`src/rtl/uart_receiver.sv`:
```
// uart_receiver: 8N1 serial receiver with mid-bit sampling and a valid/ready
// byte handshake. Framing errors and overruns are flagged for the command FSM.
//
// Ports:
//   clk_i      system clock, rising edge
//   reset_i    synchronous active-high reset
//   enable_i   receiver enable; low forces the FSM back to idle
//   in_i       asynchronous RX line, idles high
//   ready_i    consumer accepts the byte when valid_o & ready_i
//   out_o      last received byte
//   valid_o    unread byte available
//   error_o    sticky framing error, cleared by the next validated start bit
//   overrun_o  an unread byte was overwritten
//
// state      | meaning
// -----------+---------------------------------------------------
// IDLE       | waiting for a low level on the synchronized line
// START      | half-bit delay, then re-check the start bit
// DATA       | sample 8 data bits, one per bit time, LSB first
// STOP       | sample the stop bit and publish or flag the frame
// WAIT_HIGH  | framing error seen, wait for the line to release

module uart_receiver #(
    parameter int CLOCK_RATE = 24000000,
    parameter int BAUD_RATE  = 115200
) (
    input  logic       clk_i,
    input  logic       reset_i,
    input  logic       enable_i,
    input  logic       in_i,
    input  logic       ready_i,
    output logic [7:0] out_o,
    output logic       valid_o,
    output logic       error_o,
    output logic       overrun_o
);

    localparam int N  = (CLOCK_RATE + BAUD_RATE / 2) / BAUD_RATE;
    localparam int H  = N / 2;
    localparam int CW = (N > 1) ? $clog2(N) : 1;

    // Down-counter reload values; a terminal count of zero marks the sample edge.
    localparam logic [CW-1:0] N_LOAD = CW'(N - 1);
    localparam logic [CW-1:0] H_LOAD = CW'(H - 1);
    localparam logic [CW-1:0] CNT_ONE = CW'(1);

    typedef enum logic [2:0] {
        ST_IDLE,
        ST_START,
        ST_DATA,
        ST_STOP,
        ST_WAIT_HIGH
    } state_t;

    state_t        state_q;
    logic [1:0]    sync_q;
    logic [CW-1:0] cnt_q;
    logic [2:0]    bit_q;
    logic [7:0]    shift_q;
    logic [7:0]    out_q;
    logic          valid_q;
    logic          error_q;
    logic          overrun_q;
    logic          s;

    assign s         = sync_q[1];
    assign out_o     = out_q;
    assign valid_o   = valid_q;
    assign error_o   = error_q;
    assign overrun_o = overrun_q;

    always_ff @(posedge clk_i) begin
        if (reset_i) begin
            state_q   <= ST_IDLE;
            sync_q    <= 2'b11;
            cnt_q     <= '0;
            bit_q     <= '0;
            shift_q   <= '0;
            out_q     <= '0;
            valid_q   <= 1'b0;
            error_q   <= 1'b0;
            overrun_q <= 1'b0;
        end else begin
            sync_q <= {sync_q[0], in_i};

            // Handshake first; a frame completing on this edge overrides it below.
            if (valid_q && ready_i) begin
                valid_q   <= 1'b0;
                overrun_q <= 1'b0;
            end

            if (!enable_i) begin
                state_q <= ST_IDLE;
            end else begin
                case (state_q)
                    ST_IDLE: begin
                        if (!s) begin
                            state_q <= ST_START;
                            cnt_q   <= H_LOAD;
                            bit_q   <= '0;
                        end
                    end
                    ST_START: begin
                        if (cnt_q == '0) begin
                            if (s) begin
                                state_q <= ST_IDLE;
                            end else begin
                                error_q <= 1'b0;
                                cnt_q   <= N_LOAD;
                                state_q <= ST_DATA;
                            end
                        end else begin
                            cnt_q <= cnt_q - CNT_ONE;
                        end
                    end
                    ST_DATA: begin
                        if (cnt_q == '0) begin
                            shift_q <= {s, shift_q[7:1]};
                            cnt_q   <= N_LOAD;
                            bit_q   <= bit_q + 3'd1;
                            if (bit_q == 3'd7) begin
                                state_q <= ST_STOP;
                            end
                        end else begin
                            cnt_q <= cnt_q - CNT_ONE;
                        end
                    end
                    ST_STOP: begin
                        if (cnt_q == '0) begin
                            if (s) begin
                                out_q   <= shift_q;
                                valid_q <= 1'b1;
                                if (valid_q && !ready_i) begin
                                    overrun_q <= 1'b1;
                                end
                                state_q <= ST_IDLE;
                            end else begin
                                error_q <= 1'b1;
                                state_q <= ST_WAIT_HIGH;
                            end
                        end else begin
                            cnt_q <= cnt_q - CNT_ONE;
                        end
                    end
                    ST_WAIT_HIGH: begin
                        if (s) begin
                            state_q <= ST_IDLE;
                        end
                    end
                    default: state_q <= ST_IDLE;
                endcase
            end
        end
    end

endmodule

```
`config.mk`:
```
export PLATFORM = sky130hd
export DESIGN_NAME = uart_receiver
export DESIGN_NICKNAME = d
export VERILOG_FILES = /design/src/rtl/uart_receiver.sv
export SDC_FILE = /design/constraint.sdc
export NUM_CORES = 1
export LEC_CHECK = 0
export ABC_AREA = 1
export CAP_MARGIN = 20
export CELL_PAD_IN_SITES_DETAIL_PLACEMENT = 0
export CELL_PAD_IN_SITES_GLOBAL_PLACEMENT = 1
export CORE_MARGIN = 5
export CORE_UTILIZATION = 38
export CTS_BUF_LIST = sky130_fd_sc_hd__clkbuf_4
export CTS_CLUSTER_SIZE = 24
export DETAILED_ROUTE_END_ITERATION = 10
export PLACE_DENSITY_LB_ADDON = 0.1
export SYNTH_ARGS = -nofsm -noshare
export SYNTH_HDL_FRONTEND = slang
export SYNTH_SLANG_ARGS = --single-unit
export TNS_END_PERCENT = 30
```
`constraint.sdc`:
```
create_clock -name clk_i -period 1.7 [get_ports clk_i]
set_input_delay 0.34 -clock clk_i [delete_from_list [all_inputs] [get_ports clk_i]]
set_output_delay 0.34 -clock clk_i [all_outputs]
set_load 0.1 [all_outputs]
```
==> results.tsv <==
stage	metric	value	unit
outcome	status	finished clean	
place	Final Wtd Congestion	0.849	
drt	WL final	3830	um
clock_network	clock buffer count from CTS	5	
global_routing	first-pass GRT wire length	6220	um
critical_path	Setup crit start kind	register	
global_routing	antenna violations before repair	0	
critical_path	Crit Path Max Fanout	4	
synthesis	Yosys reg bits	35	
drt	Initial DRC Count	102	
synthesis	sequential area share after synthesis	43.0	%
run	max-cap viol count	0	
clock_network	Bufs on Longest Clock Path	2	
critical_path	WS Path Type	register to register	
sta	Final Hold Viols	0	
floorplanning	core box area	4090	sq um
synthesis	Yosys cell types	24	
critical_path	cell family with most CP delay	simple AND/OR/NAND/NOR gates	
critical_path	crit-path most repeated cell	nor2_1	
hold_path	hold crit path type	register to register	
critical_path	WP buf/inv	2	
sta	Max Fclk	602	MHz
layout	ratio of cells with drive above 1 in the final layout	22.5	%
power	peak supply drop	0.484	mV
power	combinational share of power	28.5	%
sta	worst-margin pin slew	0.330	ns
global_routing	largest net degree at the start of global routing	22	
synthesis	Post-Syn Area	1630	sq um
global_routing	GRT Util Overall	14.3	%
power	share of total power in the clock network	22.5	%
drt	vias after detailed routing	1582	
layout	Final nets	284	
sta	final setup TNS	0	ns
layout	Util after Layout	54.0	%
layout	P&R area growth vs syn	35.5	%
clock_network	TritonCTS clock tree	done	
clock_network	Clk Latency, worst-skew pair	0.33	ns
synthesis	Yosys warnings	0	
critical_path	CP cell instances	inv_2 -> ha_4 -> nand3_4 -> nor2_4 -> nand2_4 -> nor3_4 -> clkinvlp_4 -> nor2_1 -> nor2_1	
floorplanning	FP Rows	23	
layout	Diodes inserted	0	
critical_path	slowest CP cell	dfxtp_2	
critical_path	crit path launch	cnt_q[1]	
floorplanning	die width	75.5	um
critical_path	Crit path required time	1.93	ns
clock_network	root buf cell	clkbuf_4	
power	Switch Pwr	0.000594	W
place	dpl hpwl	2710	um
place	Place WS	-0.0579	ns
synthesis	Post-Syn Area per Cell	6.96	sq um
critical_path	crit path DAT	1.89	ns
power	Static Leakage	0.966	nW
layout	post-route cell area	2210	sq um
place	placed inst area	2060	sq um
sta	minimum clock period	1.66	ns
global_routing	number of global-route vias before repair	1413	
critical_path	R2R Path Start	cnt_q[1]	
sta	clock skew	0.00741	ns
sta	Setup WS post-layout	0.0386	ns
drt	Residual DRC	0	
sta	Final setup viols	0	
global_routing	residual overflow from global routing	0	
floorplanning	# IOs	16	
drt	DRT antenna net count	0	
drt	Pre-antenna DRT Iters	4	
power	Internal	0.00124	W
clock_network	H-tree depth	2	
clock_network	Clk pin slew, worst setup/hold paths	0.10	ns
critical_path	CP Capture Type	register	
critical_path	crit-path max cell delay	0.34	ns
clock_network	Post-CTS Hold Fix Bufs	0	
synthesis	Post-Synthesis Cells	234	
floorplanning	Die Area	5700	sq um
layout	Fill cells	416	
drt	Avg WL per Cell	11.8	um
floorplanning	Initial Util	39.9	%
synthesis	Post-Syn Nets	242	
power	sw frac	32.5	%
hold_path	HP Start	sync_q[0]	
sta	Final Max Slew Viols	0	
clock_network	Num Clock Sinks	35	
power	sequential fraction of design power	49.0	%
power	Pwr per Cell Area	829	nW/um^2
sta	crit share post-route	97.7	%
sta	headroom to the max-slew limit	77.9	%
floorplanning	Die Y	75.5	um
place	IO buf count	15	
drt	Via-to-Cell Ratio	4.87	
sta	RSZ-0062 raised after global routing	yes	
synth_stat cells:
cell / instances / area share [%]
a21boi_0: 1 / 0.46
buf_2: 1 / 0.31
nor2_1: 49 / 11
a21oi_2: 1 / 0.54
ha_1: 3 / 2.3
inv_1: 26 / 6.0
dfxtp_1: 35 / 43
nand3_2: 1 / 0.61
nor2_4: 2 / 1.4
nand3_1: 16 / 4.9
xnor2_1: 2 / 1.1
nand2_2: 1 / 0.38
nand4_1: 1 / 0.38
nor2_2: 1 / 0.38
nand3b_1: 1 / 0.46
nor3_4: 1 / 1.0
xor2_1: 2 / 1.1
inv_2: 2 / 0.46
or2_2: 2 / 0.77
clkbuf_1: 1 / 0.23
a21oi_1: 15 / 4.6
nand2_1: 39 / 9.0
o21ai_0: 29 / 8.9
buf_1: 2 / 0.46
layer usage:
layer  routed length (um)  up-vias  global-route usage [%]  share of wire (%)
met1                 1890      718                    18.8                 49
met2                 1750       25                    22.5                 46
li1                     -      833                       -                  -
met4                   51        0                    4.66                1.3
met3                  141        6                    4.22                3.7
met5                    0        -                       0                  0
flip-flops by register name (all words and copies together) (netlist names), named ones only:
name and flops:
cnt_q 8, out_o 8, shift_q 8, bit_q 3, state_q 3, sync_q 2
error_o 1, valid_o 1
kinds of logic (layout without fill, tap and decap cells):
group           after synthesis  count (layout)  share of synthesized area, %
simple gates                114             115                          30.6
compound gates               46              46                          14.5
flops                        35              35                          43.0
buf+inv                      32              72                          7.45
xor+xnor                      4               4                          2.15
fa+ha+maj                     3               3                          2.30
stage by stage:
step	hold WS [ns]	cells	power [W]
global placement	0.399	312	0.00138
detailed placement	0.399	312	0.00137
finish	0.422	325	0.00183
CTS	0.427	318	0.00179
floorplan	0.389	234	0.00122
global route	0.437	325	0.00197
power by group through the flow:
stage	Sequential (W)	Combinational, W	Clock (W)
2_1_floorplan	0.000910	0.000311	0
3_3_place_gp	0.000914	0.000468	0
3_5_place_dp	0.000912	0.000458	0
4_1_cts	0.000893	0.000460	0.000440
5_1_grt	0.000903	0.000583	0.000481
6_report	0.000896	0.000522	0.000411
placed cells by master (no fill, tap or decap):
cell and n:
nand3_4 1, buf_6 2, nand3b_1 1, o21ai_1 2, o21ai_0 27, nor3_4 1, inv_1 24, nor2_2 5
nor2_1 46, a21boi_1 1, nand3_1 16, nand2_4 1, clkinvlp_4 2, dfxtp_1 32, buf_4 20, nand4_1 1
xnor2_1 2, a21oi_1 14, ha_4 1, ha_1 2, clkdlybuf4s50_1 4, xor2_1 2, a21oi_2 2, nand2_1 39
nor2_4 2, clkbuf_4 5, inv_2 4, or2_2 2, dfxtp_2 3, buf_12 11
area by class of cell:
cell class	count	area [sq um]	share of cell area, %
clock inverters	1	7.51	0.340
repair buffers	37	433	19.6
clock buffers	5	37.5	1.70
flip-flops and latches	35	704	31.9
inverters	28	105	4.76
well taps	50	62.6	2.83
multi-input cells	168	850	38.5
repair inverters	1	7.51	0.340
worst paths after layout:
kind                    end  slack (ns)  cells past startpoint
setup / recovery   out_o[6]        0.04                      9
hold / removal    sync_q[1]        0.42                      1
setup reg to reg   out_o[6]        0.04                      9
hold reg to reg   sync_q[1]        0.42                      1
timing repair:
action,CTS,global route
resized for setup,0,19
endpoints found under the setup margin,0,21
buffers inserted,0,5
Note: power is estimated with default switching activity, not from simulation.
